==> src/rtl/state_screen_renderer.sv <==
//------------------------------------------------------------------------------
// Module      : state_screen_renderer
// Description : Per-game-state pixel colour generator placed between the snake
//               control logic and the VGA output stage. Each state has its own
//               screen (Idle solid, Play passthrough, Win moving diamond, Lose
//               flashing). A Play_State change starts a top-down wipe from the
//               old screen to the new one. All animation advances on a single
//               end-of-frame tick taken from the scan coordinates.
// Ports       : CLK         in   pixel clock
//               RESET       in   synchronous active-high reset
//               X, Y        in   current pixel column / row
//               Play_State  in   00 Idle, 01 Play, 10 Win, 11 Lose
//               Colour_in   in   Play-state pixel colour
//               Colour      out  registered pixel colour (1 cycle latency)
//               Frame_Tick  out  registered one-cycle pulse per frame
//               Wipe_Active out  high while a transition wipe is running
// Revision    : 1.0 - initial release
//------------------------------------------------------------------------------
`default_nettype none

module state_screen_renderer #(
  parameter int                    H_RES        = 640,
  parameter int                    V_RES        = 480,
  parameter int                    X_W          = 10,
  parameter int                    Y_W          = 9,
  parameter int                    COLOUR_W     = 12,
  parameter int                    FRAME_W      = 16,
  parameter logic [COLOUR_W-1:0]   IDLE_COLOUR  = 12'hF00,
  parameter logic [COLOUR_W-1:0]   LOSE_COLOUR  = 12'h00F,
  parameter int                    FLASH_FRAMES = 16,
  parameter int                    WIPE_STEP    = 8
) (
  input  logic                CLK,
  input  logic                RESET,
  input  logic [X_W-1:0]      X,
  input  logic [Y_W-1:0]      Y,
  input  logic [1:0]          Play_State,
  input  logic [COLOUR_W-1:0] Colour_in,
  output logic [COLOUR_W-1:0] Colour,
  output logic                Frame_Tick,
  output logic                Wipe_Active
);

  // Win pattern sum is formed wide enough for both distances plus the
  // 8-bit frame slice, then truncated to the colour width.
  localparam int MAX_W = (X_W > Y_W) ? ((X_W > 8) ? X_W : 8)
                                     : ((Y_W > 8) ? Y_W : 8);
  localparam int SUM_W = MAX_W + 2;
  localparam int ROW_W = Y_W + 1;

  localparam logic [SUM_W-1:0] H_HALF      = SUM_W'(H_RES / 2);
  localparam logic [SUM_W-1:0] V_HALF      = SUM_W'(V_RES / 2);
  localparam logic [X_W-1:0]   X_LAST      = X_W'(H_RES - 1);
  localparam logic [Y_W-1:0]   Y_LAST      = Y_W'(V_RES - 1);
  localparam logic [ROW_W-1:0] ROW_STEP    = ROW_W'(WIPE_STEP);
  localparam logic [ROW_W-1:0] ROW_LIMIT   = ROW_W'(V_RES);
  localparam logic [FRAME_W-1:0] FLASH_LAST = FRAME_W'(FLASH_FRAMES - 1);

  typedef enum logic [0:0] {
    WIPE_IDLE = 1'b0,
    WIPING    = 1'b1
  } wipe_state_e;

  // Registered state
  logic [COLOUR_W-1:0] colour_q,      colour_d;
  logic                frame_tick_q,  frame_tick_d;
  logic                wipe_active_q, wipe_active_d;
  logic [FRAME_W-1:0]  frame_count_q, frame_count_d;
  logic [FRAME_W-1:0]  flash_cnt_q,   flash_cnt_d;
  logic                flash_on_q,    flash_on_d;
  logic [1:0]          cur_state_q,   cur_state_d;
  logic [1:0]          old_state_q,   old_state_d;
  logic [ROW_W-1:0]    wipe_row_q,    wipe_row_d;
  wipe_state_e         wipe_state_q,  wipe_state_d;

  // Combinational helpers
  logic                tick_w;
  logic                change_w;
  logic [ROW_W-1:0]    next_row_w;
  logic [SUM_W-1:0]    x_ext_w, y_ext_w, dx_w, dy_w, win_sum_w;
  logic [COLOUR_W-1:0] win_colour_w;
  logic [COLOUR_W-1:0] lose_colour_w;
  logic [COLOUR_W-1:0] new_colour_w;
  logic [COLOUR_W-1:0] old_colour_w;

  function automatic logic [COLOUR_W-1:0] screen_colour(
    input logic [1:0]          st,
    input logic [COLOUR_W-1:0] play_c,
    input logic [COLOUR_W-1:0] win_c,
    input logic [COLOUR_W-1:0] lose_c
  );
    logic [COLOUR_W-1:0] c;
    case (st)
      2'b00:   c = IDLE_COLOUR;
      2'b01:   c = play_c;
      2'b10:   c = win_c;
      default: c = lose_c;
    endcase
    return c;
  endfunction

  always_comb begin
    tick_w   = (X == X_LAST) && (Y == Y_LAST);
    change_w = (Play_State != cur_state_q);

    // Unsigned distances from screen centre
    x_ext_w   = SUM_W'(X);
    y_ext_w   = SUM_W'(Y);
    dx_w      = (x_ext_w >= H_HALF) ? (x_ext_w - H_HALF) : (H_HALF - x_ext_w);
    dy_w      = (y_ext_w >= V_HALF) ? (y_ext_w - V_HALF) : (V_HALF - y_ext_w);
    win_sum_w = dx_w + dy_w + SUM_W'(frame_count_q[FRAME_W-1 -: 8]);
    win_colour_w  = COLOUR_W'(win_sum_w);
    lose_colour_w = flash_on_q ? LOSE_COLOUR : '0;

    new_colour_w = screen_colour(Play_State, Colour_in, win_colour_w, lose_colour_w);
    old_colour_w = screen_colour(old_state_q, Colour_in, win_colour_w, lose_colour_w);

    next_row_w = wipe_row_q + ROW_STEP;

    // Defaults
    frame_tick_d  = tick_w;
    frame_count_d = frame_count_q;
    flash_cnt_d   = flash_cnt_q;
    flash_on_d    = flash_on_q;
    cur_state_d   = Play_State;
    old_state_d   = old_state_q;
    wipe_row_d    = wipe_row_q;
    wipe_state_d  = wipe_state_q;
    wipe_active_d = (wipe_state_q == WIPING);

    if (tick_w) begin
      frame_count_d = frame_count_q + FRAME_W'(1);
      if (flash_cnt_q == FLASH_LAST) begin
        flash_cnt_d = '0;
        flash_on_d  = ~flash_on_q;
      end else begin
        flash_cnt_d = flash_cnt_q + FRAME_W'(1);
      end
    end

    // A change always (re)starts the wipe, even on a tick cycle.
    if (change_w) begin
      wipe_state_d = WIPING;
      old_state_d  = cur_state_q;
      wipe_row_d   = '0;
    end else if ((wipe_state_q == WIPING) && tick_w) begin
      if (next_row_w >= ROW_LIMIT) begin
        wipe_state_d = WIPE_IDLE;
      end else begin
        wipe_row_d = next_row_w;
      end
    end

    // Rows above the wipe boundary already show the new screen.
    if ((wipe_state_q == WIPING) && !({1'b0, Y} < wipe_row_q)) begin
      colour_d = old_colour_w;
    end else begin
      colour_d = new_colour_w;
    end
  end

  always_ff @(posedge CLK) begin
    if (RESET) begin
      colour_q      <= '0;
      frame_tick_q  <= 1'b0;
      wipe_active_q <= 1'b0;
      frame_count_q <= '0;
      flash_cnt_q   <= '0;
      flash_on_q    <= 1'b1;
      cur_state_q   <= 2'b00;
      old_state_q   <= 2'b00;
      wipe_row_q    <= '0;
      wipe_state_q  <= WIPE_IDLE;
    end else begin
      colour_q      <= colour_d;
      frame_tick_q  <= frame_tick_d;
      wipe_active_q <= wipe_active_d;
      frame_count_q <= frame_count_d;
      flash_cnt_q   <= flash_cnt_d;
      flash_on_q    <= flash_on_d;
      cur_state_q   <= cur_state_d;
      old_state_q   <= old_state_d;
      wipe_row_q    <= wipe_row_d;
      wipe_state_q  <= wipe_state_d;
    end
  end

  assign Colour      = colour_q;
  assign Frame_Tick  = frame_tick_q;
  assign Wipe_Active = wipe_active_q;

endmodule

`default_nettype wire

==> config.mk <==
export PLATFORM = sky130hd
export DESIGN_NAME = state_screen_renderer
export DESIGN_NICKNAME = d
export VERILOG_FILES = /design/src/rtl/state_screen_renderer.sv
export SDC_FILE = /design/constraint.sdc
export NUM_CORES = 1
export LEC_CHECK = 0
export CORE_ASPECT_RATIO = 1.5
export CORE_MARGIN = 2
export CORE_UTILIZATION = 57
export DETAILED_ROUTE_END_ITERATION = 12
export PLACE_DENSITY = 0.88
export SYNTH_ARGS = -nofsm -noshare
export SYNTH_HDL_FRONTEND = slang
export SYNTH_SLANG_ARGS = --single-unit
export TNS_END_PERCENT = 100
==> constraint.sdc <==
create_clock -name CLK -period 4.7 [get_ports CLK]
set_input_delay 0.47 -clock CLK [delete_from_list [all_inputs] [get_ports CLK]]
set_output_delay 0.47 -clock CLK [all_outputs]
set_load 0.1 [all_outputs]
# --- Yosys cells after proc, flatten, opt, wreduce, memory -nomap -nowiden ---
# Cells that the tools add are included.
word_totals:
  reg_bits: 62
  in_bits: 35
  output_inout_bits: 14
  elab_cells: 55
classes:
  reduce_logical: 12
  bitwise: 2
  add_sub_neg: 9
  mux: 10
  order_cmp: 4
  eq_ne: 8
op_table:
  columns: ["op", "n"]
  rows:
  - ["12-bit case mux with 3 select lines", 2]
  - ["12-bit two-way mux", 3]
  - ["16-bit by 1-bit adder with 16-bit output, second input constant", 2]
  - ["10-bit by 9-bit greater-or-equal comparator with 1-bit output, second input constant", 2]
  - ["16-bit by 4-bit == test with 1-bit output, second input constant", 1]
  - ["16-bit two-way mux", 1]
  - ["12-bit adder", 1]
  - ["12-bit by 8-bit adder with 12-bit output", 1]
  - ["10-bit by 9-bit subtractor with 11-bit output, second input constant", 1]
  - ["9-bit by 10-bit subtractor with 11-bit output, first input constant", 1]
  - ["10-bit by 4-bit adder with 10-bit output, second input constant", 1]
  - ["10-bit == test, second input constant", 1]
  - ["9-bit by 10-bit less-than comparator with 1-bit output", 1]
  - ["8-bit by 9-bit subtractor with 10-bit output, first input constant", 1]
  - ["9-bit by 8-bit subtractor with 10-bit output, second input constant", 1]
  - ["9-bit == test, second input constant", 1]
  - ["9-bit by 8-bit greater-or-equal comparator with 1-bit output, second input constant", 1]
  - ["2-bit AND reduction", 3]
  - ["2-bit by 1-bit == test with 1-bit output, second input constant", 2]
  - ["2-bit == test, second input constant", 2]
  - ["2-bit zero test", 2]
  - ["4-bit two-way mux", 1]
  - ["2-bit nonzero test", 2]
  - ["1-bit logical AND", 3]
  - ["other kinds (5)", 8]

# --- Logic depth before layout (Yosys ltp) ---
# Gate-level depths: netlist of the first run.
logic_depth:
  depth_word: 6
  depth_mapped: 17
  ltp_nobuf: 16

# --- Least setup slack after synthesis of the first run ---
# No wires, ideal clock.
synth_path:
  path_kind: "input port to flip-flop"
  start: "input X[4]"
  end: "register colour_q[11] (netlist: Colour[11])"
  slack_ns: 0.823
  setup_ns: 0.086
  stages: 16
  n_path_buf: 1
  t_arrival_ns: 3.792
  cell_sequence: "nor3_1 nand4_1 nand2_1 a21o_1 clkbuf_1 mux2i_1 fa_1 inv_1 ha_1 fa_1 a211oi_1 o211ai_1 a31o_2 a21oi_1 xnor2_1 a211oi_1"
synth_via:
  elab_chain_cells: 6
  elab_cells_between_ends: 9
synth_rtl:
  columns: ["item", "line", "source"]
  rows:
  - ["start: declaration", "35", "input logic [X_W-1:0] X,"]
  - ["9-bit by 10-bit subtractor with 11-bit output (tied with other cells)", "109", "dx_w = (x_ext_w >= H_HALF) ? (x_ext_w - H_HALF) : (H_HALF - x_ext_w);"]
  - ["12-bit two-way mux *", "109", null]
  - ["12-bit adder *", "111", "win_sum_w = dx_w + dy_w + SUM_W'(frame_count_q[FRAME_W-1 -: 8]);"]
  - ["12-bit by 8-bit adder with 12-bit output *", "111", null]
  - ["12-bit case mux with 3 select lines", "93", "case (st)"]
  - ["12-bit two-way mux *", "155", "if ((wipe_state_q == WIPING) && !({1'b0, Y} < wipe_row_q)) begin"]
  - ["end signal: assignment", "175", "colour_q <= colour_d;"]
  - ["end: declaration", "65", "logic [COLOUR_W-1:0] colour_q, colour_d;"]
# Mark *: on every way between the ends. The rest lies on a longest branch, timed or not.
# A chain may end at the register's enable or synchronous reset.

# --- Worst setup path after layout of the first run ---
layout_path:
  start: "input X[1]"
  end: "register colour_q[11] (netlist: Colour[11])"
# Same word-level chain as after synthesis.

==> impl_metrics.yaml, run 1 <==
outcome:
  status: "completed"
floorplan:
  die_w_microns: 73.99
  num_rows: 38
  start_util_pct: 58.33
  io_pins: 49
  core_sq_um: 7179
  dieHeight_microns: 109.0
  dieArea_sq_um: 8063
timing:
  skew_ps: 5.764
  finalSetupViolCount: 0
  worst_slew_pin_slew_ps: 980.5
  fin_setup_tns_ps: 0
  finalMaxSlewViolations: 0
  final-hold-violation-count: 0
  max_freq_mhz: 239.0
  setup_slack_ps: 515.2
  rsz0062_at_grt: "false"
  min_period_over_period_pct: 89.04
  whs_ps: 477.6
  period_needed_ps: 4185
  slew_headroom_pct: 34.43
cts:
  clockBufferDepth: 2
  cts-hold-fix-buffers: 0
  clkLatencyLatePin_ps: 350
  cts-root-buf: "clkbuf_8"
  htree_levels: 3
  cts_resized: 0
  cts_buffers: 9
  cts_setup_buffers: 0
  clk_pin_slew_ps: 70
  cts_sinks: 59
  cts_tree: "yes"
setup_path:
  cp_max_fo: 8
  cp_data_arrival_time_ps: 4450
  regToRegSetupSlack_ps: 1710
  cp-end-kind: "flip-flop"
  worstSetupPathType: "in -> reg"
  r2r_start: "frame_count_q[9]"
  r2r_end: "Colour[11]"
  cp-start-kind: "input port"
  rr_worst_depth: 11
  critPathRequiredTime_ps: 4970
place:
  port_buffers: 48
  post-dp-hpwl_microns: 7656
  place_congestion: 0.9543
  post-place-ws_ps: 151.1
synth:
  synth_seq_area_share_pct: 28.20
  synth-main-ff-cell: "dfxtp_1"
  synth-seq-cells: 59
  synth_area_leader_cell: "dfxtp_1"
  synth-compound-area-share_pct: 15.00
  ys_async_sr_fraction_pct: 0
  synth_mux_area_share_pct: 2.898
  synth-simple-area-share_pct: 22.41
  synth_cell_type_count: 49
  synth_fp_nets: 580
  ys_warn_count: 0
  synthAdderAreaFrac_pct: 13.56
  avgSynthCellArea_sq_um: 8.293
  synthTopCellsByCount: "59 x dfxtp_1, 53 x nor2_1, 47 x inv_1"
  syn_inst: 505
  synth_top_family_by_area: "simple AND/OR/NAND/NOR gates"
  synth-edff-count: 0
  synth-xor-area-share_pct: 11.92
  synth_top_area_share_pct: 28.20
  synth_area_sq_um: 4188
  post-synth-top-count-cell: "dfxtp_1"
  synth_area_leaders: "dfxtp_1 28%, ha_1 9.3%, xnor2_1 7.7%"
cells_and_area:
  multiInputGateArea_sq_um: 2755
  final_nets: 632
  diodes: 0
  seq_area_sq_um: 1181
  area_growth_pct: 19.27
  nFillCells: 545
  drive_gt1_share_pct: 6.584
global_route:
  grt_use_met2_pct: 47.77
  overflow: 0
  grt_max_degree: 22
  track_usage_pct: 26.11
  antenna_found_initial: 0
  grt.busiest_layer: "met2"
  grt_use_met1_pct: 28.96
  grt_pass1_vias: 3667
  grtUsageMet3_pct: 4.991
  grt_pass1_wl_microns: 16390
detailed_routing:
  route.antenna.remaining_nets: 0
  via_count: 3779
  drc: 0
  first_pass_iters: 5
  drt_iter0_drc: 254
  route.detailed.wl_per_inst_microns: 14.97
  wirelength_microns: 9907
  viasPerCell: 5.708
flow_run:
  cap_violations: 0
min_path:
  worstHoldStart: "wipe_row_q[7]"
  min_to: "wipe_row_q[7]"
  min_path_cells: 2
  min_path_type: "reg -> reg"
power_and_ir_drop:
  p_per_area_nw_per_um2: 299.7
  leakage_uw: 0.002038
  ir_worst_vdd_mv: 0.1727
flip-flops by register name, summed over array words and instances, names as in the netlist:
signal / count
flash_cnt_q: 16
Wipe_Active: 1
wipe_row_q: 7
flash_on_q: 1
wipe_active_d: 1
old_state_q: 2
Frame_Tick: 1
frame_count_q: 16
cur_state_q: 2
Colour: 12
worst max-delay path: stages:
cell and delay, ps:
clkdlybuf4s50_1 550, inv_1 60, ha_1 220, nand4_1 190, nand2_1 80, a21o_1 270, mux2i_1 180, fa_1 510
inv_1 40, ha_1 210, fa_1 430, a211oi_1 330, o211ai_1 180, a31o_2 250, a21oi_1 170, xnor2_1 90
a211oi_1 210
kinds of logic after synthesis:
logic type,count (synthesis)
simple gates,181
compound gates,92
buf+inv,64
flops,59
xor+xnor,57
fa+ha+maj,40
mux,12
how the worst max path moves through the flow:
stage	start	to	cells after the start
6_report	X[1]	Colour[11]	17
5_1_grt	X[1]	Colour[11]	17
4_1_cts	X[1]	Colour[11]	17
3_5_place_dp	X[1]	Colour[11]	17
3_3_place_gp	X[1]	Colour[11]	17
2_1_floorplan	X[4]	Colour[11]	16
where the power goes:
part           switching, uW  total (uW)  internal (uW)
logic                    313         495            182
registers               6.61         523            517
clock network            220         478            259
total                    539        1500            958
layout make-up:
type / count / share of cell area, %
clock inverter: 6 / 1.278
inverter: 47 / 3.532
sequential: 59 / 23.65
clock buffer: 10 / 2.756
multi-input combinational: 382 / 55.16
timing repair buffer: 58 / 11.12
tap: 100 / 2.505
cells in the final DEF, fill, tap and decap left out, types with 2 or more instances in the layout:
cell type | netlist | final
dfxtp_1 | 59 | 59
nor2_1 | 53 | 53
clkdlybuf4s50_1 | 0 | 48
inv_1 | 47 | 47
xnor2_1 | 37 | 37
nand2_1 | 36 | 36
ha_1 | 31 | 31
nand3_1 | 23 | 23
a21oi_1 | 22 | 22
o21ai_0 | 20 | 20
xor2_1 | 20 | 20
a211oi_1 | 12 | 12
nor2b_1 | 11 | 11
mux2i_1 | 11 | 11
nand4_1 | 11 | 11
clkbuf_8 | 0 | 10
buf_4 | 0 | 10
fa_1 | 9 | 9
nor3_1 | 8 | 8
and3_1 | 8 | 8
a22oi_1 | 7 | 7
a221oi_1 | 7 | 7
a31oi_1 | 5 | 5
and4_1 | 5 | 5
or3_1 | 5 | 5
and2_1 | 4 | 4
nor4_1 | 4 | 4
o211ai_1 | 4 | 4
a21boi_0 | 3 | 3
a21o_1 | 3 | 3
or4_1 | 2 | 2
and3b_1 | 2 | 2
nor4_4 | 2 | 2
nor3_2 | 2 | 2
o2111ai_1 | 2 | 2
clkinvlp_4 | 0 | 2
clkinv_2 | 0 | 2
per-stage QoR:
| stage | cell area [sq um] | std cells | utilization (%) | total power [uW] |
|---|---|---|---|---|
| 2_1_floorplan | 4188 | 505 | - | 891.3 |
| 3_3_place_gp | 4793 | 646 | 66.77 | 1009 |
| 3_5_place_dp | 4793 | 646 | 66.77 | 1022 |
| 4_1_cts | 4995 | 662 | 69.57 | 1494 |
| 5_1_grt | 4995 | 662 | 69.57 | 1565 |
| 6_report | 4995 | 662 | 69.57 | 1497 |
per-layer routing:
metal / vias up / part of all wire [%] / wire, microns
met1: 1784 / 39 / 3906
met3: 24 / 4.7 / 462
met4: 0 / 2.3 / 228
li1: 1862 / - / -
met2: 109 / 54 / 5310
met5: - / 0 / 0
Power figures use the tool's default switching activity.
==> inputs of run 2 (changes only) <==
--- a/config.mk
+++ b/config.mk
@@ -10,6 +10,7 @@
 export CORE_UTILIZATION = 57
 export DETAILED_ROUTE_END_ITERATION = 12
 export PLACE_DENSITY = 0.88
+export SLEW_MARGIN = 20
 export SYNTH_ARGS = -nofsm -noshare
 export SYNTH_HDL_FRONTEND = slang
 export SYNTH_SLANG_ARGS = --single-unit
==> results of run 2 <==
Final layout, timing and power as in run 1 (identical DEF).
==> inputs of run 3 (changes only) <==
--- a/config.mk
+++ b/config.mk
@@ -9,7 +9,8 @@
 export CORE_MARGIN = 2
 export CORE_UTILIZATION = 57
 export DETAILED_ROUTE_END_ITERATION = 12
-export PLACE_DENSITY = 0.88
+export PLACE_DENSITY_LB_ADDON = 0.08
+export SKIP_LAST_GASP = 1
 export SLEW_MARGIN = 20
 export SYNTH_ARGS = -nofsm -noshare
 export SYNTH_HDL_FRONTEND = slang
==> run 3 against run 2 <==
- via count fell by 0.85%
- sequential share of layout area fell by 0.16 points
- clock skew rose by 5.6 ps
- combinational power rose by 1%
- fmax fell by 1.3%
- clock-buffer cell count rose by 3
- die area did not move
- global-route usage rose by 0.71 points
- register-to-register slack barely moved
- critical endpoint unchanged
- largest cell class unchanged
- highest routed layer unchanged
==> impl_metrics.yaml, run 3 (synthesis gave the netlist of run 1 again) <==
power_and_ir_drop:
  p_per_area_nw_per_um2: 302.1
  ir_worst_vdd_mv: 0.1536
  p_total_uw: 1519
  leakage_uw: 0.002056
floorplan:
  num_rows: 38
  core_sq_um: 7179
  die_w_microns: 73.99
  dieArea_sq_um: 8063
  io_pins: 49
  dieHeight_microns: 109.0
  start_util_pct: 58.33
cts:
  clockBufferDepth: 2
  cts-root-buf: "clkbuf_8"
  htree_levels: 3
  clk_pin_slew_ps: 70
  cts_setup_buffers: 0
  cts_sinks: 59
  cts_buffers: 9
  cts_resized: 0
  clkLatencyLatePin_ps: 350
  cts-hold-fix-buffers: 0
  cts_tree: "yes"
timing:
  fin_setup_tns_ps: 0
  period_needed_ps: 4238
  finalMaxSlewViolations: 0
  final-hold-violation-count: 0
  max_freq_mhz: 236.0
  min_period_over_period_pct: 90.17
  rsz0062_at_grt: "false"
  skew_ps: 11.33
  finalSetupViolCount: 0
  slew_headroom_pct: 35.15
  worst_slew_pin_slew_ps: 969.7
global_route:
  grt_pass1_wl_microns: 16640
  track_usage_pct: 26.82
  antenna_found_initial: 0
  overflow: 0
  grt_pass1_vias: 3708
  grt_max_degree: 24
setup_path:
  r2r_start: "frame_count_q[9]"
  cp_max_fo: 8
  cp-end-kind: "flip-flop"
  cp_data_arrival_time_ps: 4480
  critical_path.cell_chain: "clkdlybuf4s50_1, inv_1, ha_1, nand4_1, nand2_1, a21o_1, mux2i_1, fa_1, inv_1, ha_1, fa_1, a211oi_1, o211ai_1, a31o_2, a21oi_1, xnor2_1, a211oi_1"
  cp_slowest_cell: "clkdlybuf4s50_1"
  r2r_end: "Colour[11]"
  regToRegSetupSlack_ps: 1710
  cp-start-kind: "input port"
  worstSetupPathType: "in -> reg"
  rr_worst_depth: 11
  critPathRequiredTime_ps: 4940
  path_buf_inv: 3
  critical_path.max_stage_delay_ps: 580
  cp_top_family: "adder cells"
detailed_routing:
  first_pass_iters: 4
  route.antenna.remaining_nets: 0
  via_count: 3747
  drc: 0
  drt_iter0_drc: 200
  viasPerCell: 5.635
  wirelength_microns: 9869
  route.detailed.wl_per_inst_microns: 14.84
cells_and_area:
  final_nets: 635
  final_cell_mix: "59 x dfxtp_1, 53 x nor2_1, 48 x clkdlybuf4s50_1, 47 x inv_1, 37 x xnor2_1"
  final_common_cell: "dfxtp_1"
  area_growth_pct: 20.11
  drive_gt1_share_pct: 6.903
  utilization_pct: 70.06
  diodes: 0
min_path:
  worstHoldStart: "frame_count_q[14]"
  min_path_type: "reg -> reg"
  min_to: "frame_count_q[14]"
  min_path_cells: 2
place:
  port_buffers: 48
  post-dp-hpwl_microns: 7666
  place_congestion: 0.9647
flow_run:
  cap_violations: 0
outcome:
  status: "completed"
run 3: routing by layer:
layer	GRT usage [%]	vias to the layer above	share of wire [%]
li1	-	1867	-
met5	0	-	0
met1	30.75	1758	39
met4	10.65	0	2.6
met3	5.730	21	6.0
met2	47.45	101	52
run 3: metrics by stage:
stage	hold WS [ps]	worst slack [ps]	instances	instance area [sq um]
after floorplan	448.0	822.9	505	4188
after global placement	468.2	261.0	649	4816
after detailed placement	482.2	128.4	649	4816
after CTS	491.7	485.7	665	5030
after global routing	514.8	85.22	665	5030
final	494.1	462.2	665	5030
run 3: worst reg2reg max path: cells and delay by family, from the launching register on:
family | cells | cell delay, ps
fa+ha+maj | 3 | 1200
buf+inv | 2 | 130
compound gates | 5 | 1130
flops | 1 | 340
xor+xnor | 1 | 80
run 3: how the worst max path moves through the flow:
stage,from,endpoint,slack (ps),cells past startpoint
after floorplan,X[4],Colour[11],820,16
after global placement,X[1],Colour[11],260,17
after detailed placement,X[1],Colour[11],130,17
after CTS,X[1],Colour[11],490,17
after global routing,X[7],Colour[11],90,17
final,X[1],Colour[11],460,17
run 3: power by group:
| group | internal (uW) | leakage [uW] | switching (uW) |
|---|---|---|---|
| clock | 288 | 0.000102 | 206 |
| sequential | 517 | 0.000480 | 6.80 |
| combinational | 186 | 0.00147 | 316 |
run 3: layout make-up:
type                            count  area (sq um)
Clock inverter                      3         45.04
Clock buffer                       13         168.9
Tap cell                          100         125.1
Inverter                           47         176.4
Sequential cell                    59          1181
Fill cell                         608          2150
Multi-Input combinational cell    382          2755
Timing Repair Buffer               61         578.1
